<file path="src/rtl/reg_bank_cnt.sv">
// reg_bank_cnt: bank of NUM_REGS counters, WIDTH bits each.
// Each register can be loaded from the store bus or incremented in place.
// One register at a time drives the load bus.
// CARRY is a one-cycle pulse that follows an increment which wrapped from all-ones to zero.
module reg_bank_cnt #(
    parameter int                 WIDTH     = 4,
    parameter int                 NUM_REGS  = 2,
    parameter logic [WIDTH-1:0]   RESET_VAL = '0,
    localparam int                SEL_W     = (NUM_REGS > 1) ? $clog2(NUM_REGS) : 1
) (
    input  logic                         i_clk,
    input  logic                         i_rst,
    input  logic                         i_st_en,
    input  logic [SEL_W-1:0]             i_st_sel,
    input  logic [WIDTH-1:0]             i_st_data,
    input  logic                         i_inc_en,
    input  logic [SEL_W-1:0]             i_inc_sel,
    input  logic                         i_out_en,
    input  logic [SEL_W-1:0]             i_out_sel,
    output logic [WIDTH-1:0]             o_ld_data,
    output logic                         o_ld_drv,
    output logic                         o_carry,
    output logic [NUM_REGS*WIDTH-1:0]    o_regs_q
);

    // A single-entry bank ignores its selects.
    // Otherwise an out-of-range select matches no entry, so the access is dropped.
    function automatic logic sel_hit(input logic [SEL_W-1:0] sel, input int idx);
        return (NUM_REGS == 1) || (sel == SEL_W'(idx));
    endfunction

    logic [WIDTH-1:0]    r_regs [NUM_REGS];
    logic                r_carry;
    logic [NUM_REGS-1:0] w_st_hit;
    logic [NUM_REGS-1:0] w_inc_hit;
    logic [NUM_REGS-1:0] w_wrap;
    logic [NUM_REGS-1:0] w_rd_hit;
    logic [WIDTH-1:0]    w_ld_data;

    genvar gi;
    generate
        for (gi = 0; gi < NUM_REGS; gi++) begin : g_reg
            assign w_st_hit[gi]  = i_st_en && sel_hit(i_st_sel, gi);
            // A store to the same entry takes priority over an increment.
            assign w_inc_hit[gi] = i_inc_en && sel_hit(i_inc_sel, gi) && !w_st_hit[gi];
            assign w_wrap[gi]    = w_inc_hit[gi] && (&r_regs[gi]);
            assign w_rd_hit[gi]  = i_out_en && sel_hit(i_out_sel, gi);
            assign o_regs_q[gi*WIDTH +: WIDTH] = r_regs[gi];

            // Per-entry state: store, else increment, else hold.
            always_ff @(posedge i_clk or posedge i_rst) begin
                if (i_rst) begin
                    r_regs[gi] <= RESET_VAL;
                end else if (w_st_hit[gi]) begin
                    r_regs[gi] <= i_st_data;
                end else if (w_inc_hit[gi]) begin
                    r_regs[gi] <= r_regs[gi] + WIDTH'(1);
                end
            end
        end
    endgenerate

    // The carry pulse is set only by a wrapping increment; every other cycle clears it.
    always_ff @(posedge i_clk or posedge i_rst) begin
        if (i_rst) begin
            r_carry <= 1'b0;
        end else begin
            r_carry <= |w_wrap;
        end
    end

    // Load-bus read mux: zero when disabled or when the select is out of range.
    always_comb begin
        w_ld_data = '0;
        for (int i = 0; i < NUM_REGS; i++) begin
            if (w_rd_hit[i]) begin
                w_ld_data = r_regs[i];
            end
        end
    end

    assign o_ld_data = w_ld_data;
    assign o_ld_drv  = i_out_en;
    assign o_carry   = r_carry;

endmodule
</file>
<file path="config.mk">
export PLATFORM = sky130hd
export DESIGN_NAME = reg_bank_cnt
export DESIGN_NICKNAME = d
export VERILOG_FILES = /design/src/rtl/reg_bank_cnt.sv
export SDC_FILE = /design/constraint.sdc
export NUM_CORES = 1
export LEC_CHECK = 0
export BUFFER_PORTS_ARGS = -buffer_cell sky130_fd_sc_hd__buf_2
export CAP_MARGIN = 20
export CORE_MARGIN = 2
export CORE_UTILIZATION = 44
export DETAILED_ROUTE_END_ITERATION = 6
export PLACE_DENSITY_LB_ADDON = 0.1
export SLEW_MARGIN = 15
export SYNTH_ARGS = -nofsm -noshare
export SYNTH_HDL_FRONTEND = slang
export SYNTH_SLANG_ARGS = --single-unit
</file>
<file path="constraint.sdc">
create_clock -name i_clk -period 1.4 [get_ports i_clk]
set_input_delay 0 -clock i_clk [delete_from_list [all_inputs] [get_ports i_clk]]
set_output_delay 0 -clock i_clk [all_outputs]
set_load 0.01 [all_outputs]
</file>
==> flow_metrics.env <==
export IMPL_post_synth_most_frequent_cells="9 x sky130_fd_sc_hd__dfrtp_1, 7 x sky130_fd_sc_hd__mux2i_1, 7 x sky130_fd_sc_hd__nor2_1"
export IMPL_vias_per_cell=5.17
export IMPL_sum_of_negative_setup_slack_ns=0
export IMPL_fin_skew_ns=0.00223
export IMPL_fillCellCount=115
export IMPL_die_area_um2=1630
export IMPL_layout_cells_sized_above_1_pct=33.3
export IMPL_r2r_end="o_carry$_DFF_PP0_"
export IMPL_finalHoldViolations=0
export IMPL_num_rows=13
export IMPL_worst_slew_pin_transition_ns=0.352
export IMPL_synth_cells=64
export IMPL_number_of_optimization_iterations_in_the_first_detailed_route_pass=4
export IMPL_post_cts_resized_instances=0
export IMPL_cp_startpoint="o_regs_q[5]$_DFFE_PP0P_"
export IMPL_track_usage_pct=20.5
export IMPL_netlist_top_cells_area="sky130_fd_sc_hd__dfrtp_1 39%, sky130_fd_sc_hd__mux2i_1 12%, sky130_fd_sc_hd__nor2b_1 6.5%"
export IMPL_htree_levels=1
export IMPL_yosys_area_top_type_share_pct=38.8
export IMPL_drt_iter0_drc=13
export IMPL_clock_tree_buffer_depth=2
export IMPL_comb_power_share_pct=41.0
export IMPL_syn_avg_cell_area_um2=9.07
export IMPL_timing_critical_path_to_type="flop"
export IMPL_rsz0062_at_grt="false"
export IMPL_grt_start_max_net_pins=10
export IMPL_diodes=0
export IMPL_min_delay_path_class="input port to flop"
export IMPL_hpwlAfterDp_um=1120
export IMPL_post_synth_top_area_cell="sky130_fd_sc_hd__dfrtp_1"
export IMPL_yosysWarnings=0
export IMPL_postRouteAntennaNets=0
export IMPL_place_port_buffers=25
export IMPL_initial_core_util_pct=45.8
export IMPL_maxSlewHeadroom_pct=76.5
export IMPL_crit_arrival_ns=1.44
export IMPL_detail_route_wl_per_cell_um=13.0
export IMPL_cellInternalPower_uw=651
export IMPL_setup_worst_path_end="o_carry$_DFF_PP0_"
export IMPL_synth_enable_flop_cells=0
export IMPL_cap_violations=0
export IMPL_reg2reg_depth=4
export IMPL_p_leak_nw=0.380
export IMPL_sequential_group_share_of_total_power_pct=39.4
export IMPL_timing_critical_path_required_ns=1.59
export IMPL_p_sw_uw=403
export IMPL_clock_root_cell="sky130_fd_sc_hd__clkbuf_4"
export IMPL_core_area_um2=1270
export IMPL_report_final_setup_viol=0
export IMPL_numClockSinks=9
export IMPL_reg_to_reg_setup_timing_slack_ns=0.15
export IMPL_switching_share_pct=38.2
export IMPL_post_synthesis_sequential_area_ratio_pct=38.8
export IMPL_overflow=0
export IMPL_synth_net_count=78
export IMPL_vdd_ir_drop_worst_mv=0.611
export IMPL_cts_buffers=3
export IMPL_drt_wl_total_um=1410
export IMPL_fmax_mhz=801
export IMPL_crit_reg2reg_launch="o_regs_q[5]$_DFFE_PP0P_"
export IMPL_gp_congestion=0.779
export IMPL_crit_fanout=6
export IMPL_num_vias=558
export IMPL_area_growth_pct=31.0
export IMPL_postSynthRegisterBits=9
export IMPL_drc=0
export IMPL_cellPowerDensity_nw_per_um2=1380
export IMPL_num_nets_final=108
export IMPL_start_kind="flop"
export IMPL_power_mw=1.05
export IMPL_die_height_um=40.3
export IMPL_chip_width_um=40.3
export IMPL_cts_tree="done"
export IMPL_drv_slew=0
export IMPL_post_route_min_period_ns=1.25
export IMPL_grt_antenna_before_repair=0
export IMPL_clock_latency_ns=0.27
export IMPL_synth_cell_area_um2=581
export IMPL_unique_cell_type_count_in_the_yosys_netlist=23
export IMPL_yosys_cell_count_top_type="sky130_fd_sc_hd__dfrtp_1"
export IMPL_ys_flop_type="sky130_fd_sc_hd__dfrtp_1"
export IMPL_status="complete, no violations"
export IMPL_num_io_pins=26
export IMPL_grt_first_pass_wirelength_um=2080
export IMPL_number_of_global_route_vias_before_repair=465
export IMPL_asyncSetResetFlopFracSynth_pct=100
export IMPL_clk_pin_slew_worst_paths_ns=0.06
export IMPL_share_clk_of_total_power_pct=19.6
export IMPL_setup_worst_path_class="flop to flop"
export IMPL_final_period_utilization_pct=89.2
## worst min-delay path by stage
stage          slack (ns)         start                      end  cells past startpoint
2_1_floorplan       -0.17         i_rst        o_carry$_DFF_PP0_                      1
3_3_place_gp        -0.01         i_rst  o_regs_q[4]$_DFFE_PP0P_                      2
3_5_place_dp        -0.02         i_rst  o_regs_q[5]$_DFFE_PP0P_                      2
4_1_cts              0.02  i_st_data[1]  o_regs_q[1]$_DFFE_PP0P_                      3
5_1_grt             0.007  i_st_data[3]  o_regs_q[7]$_DFFE_PP0P_                      3
6_report            0.004  i_st_data[1]  o_regs_q[1]$_DFFE_PP0P_                      3
## layout by cell type (no fill, tap or decap), drive strengths merged
cell type    count
buf             27
nor2             7
or3b             1
xnor2            1
nand2b           2
or4b             1
dfrtp            9
nor2b            6
a31oi            1
a21oi            6
o21ai            2
clkbuf           4
xor2             3
o211ai           1
nand2            5
mux2i            7
or3              1
ha               2
nand3b           2
dlygate4sd3      1
inv              1
nand3            3
## layout make-up
type	count	area, um2	share of cell area [%]
flip-flops and latches	9	225	29.6
multi-input cells	51	337	44.2
repair buffers	28	150	19.7
inverters	1	3.75	0.493
well taps	15	18.8	2.47
clock buffers	4	26.3	3.45
## cell families (layout without fill, tap and decap cells)
family / Yosys count / after routing / synth area share (%)
XOR/XNOR: 4 / 4 / 6.04
flip-flops: 9 / 9 / 38.8
multiplexers: 7 / 7 / 12.1
adder cells (fa/ha/maj): 2 / 2 / 4.31
AO/OA/AOI/OAI: 10 / 10 / 9.27
AND/OR/NAND/NOR: 28 / 28 / 26.3
buffers and inverters: 4 / 33 / 3.23
## layer usage
| layer | vias to the layer above | global-route usage [%] | share of wire (%) |
|---|---|---|---|
| li1 | 280 | - | - |
| met1 | 252 | 25.0 | 43 |
| met3 | 4 | 5.00 | 6.5 |
| met5 | - | 0 | 0 |
| met4 | 0 | 10.0 | 1.6 |
| met2 | 22 | 33.3 | 48 |
## power by group through the flow
stage          logic, mW  registers [mW]  clock network, mW
5_1_grt            0.488           0.428              0.236
3_5_place_dp       0.434           0.420                  0
6_report           0.431           0.415              0.207
4_1_cts            0.440           0.415              0.205
3_3_place_gp       0.415           0.415                  0
2_1_floorplan      0.213           0.443                  0
## per-stage QoR
step	utilization [%]	hold slack [ns]	area, um2	cells	setup slack, ns
global route	60.0	0.00685	761	108	0.102
detailed placement	57.1	-0.0207	724	103	0.177
CTS	60.0	0.0176	761	108	0.163
floorplan	-	-0.172	581	64	0.211
global placement	57.1	-0.0132	724	103	0.232
finish	60.0	0.00441	761	108	0.151
## timing repair
item / CTS / global route
setup buffers: 0 / 0
hold buffers: 1 / 0
endpoints found under the hold margin: 9 / 0
## sequential cells by signal, indices dropped and copies added, names as in the netlist
signal	cells
o_carry	1
o_regs_q	8
## critical path, stage by stage (launching register included)
cell and delay [ns]:
sky130_fd_sc_hd__dfrtp_1 0.43, sky130_fd_sc_hd__ha_1 0.19, sky130_fd_sc_hd__nand3_1 0.09, sky130_fd_sc_hd__or3b_1 0.37, sky130_fd_sc_hd__o21ai_1 0.08
No activity file was read; power rests on OpenSTA's default activity.
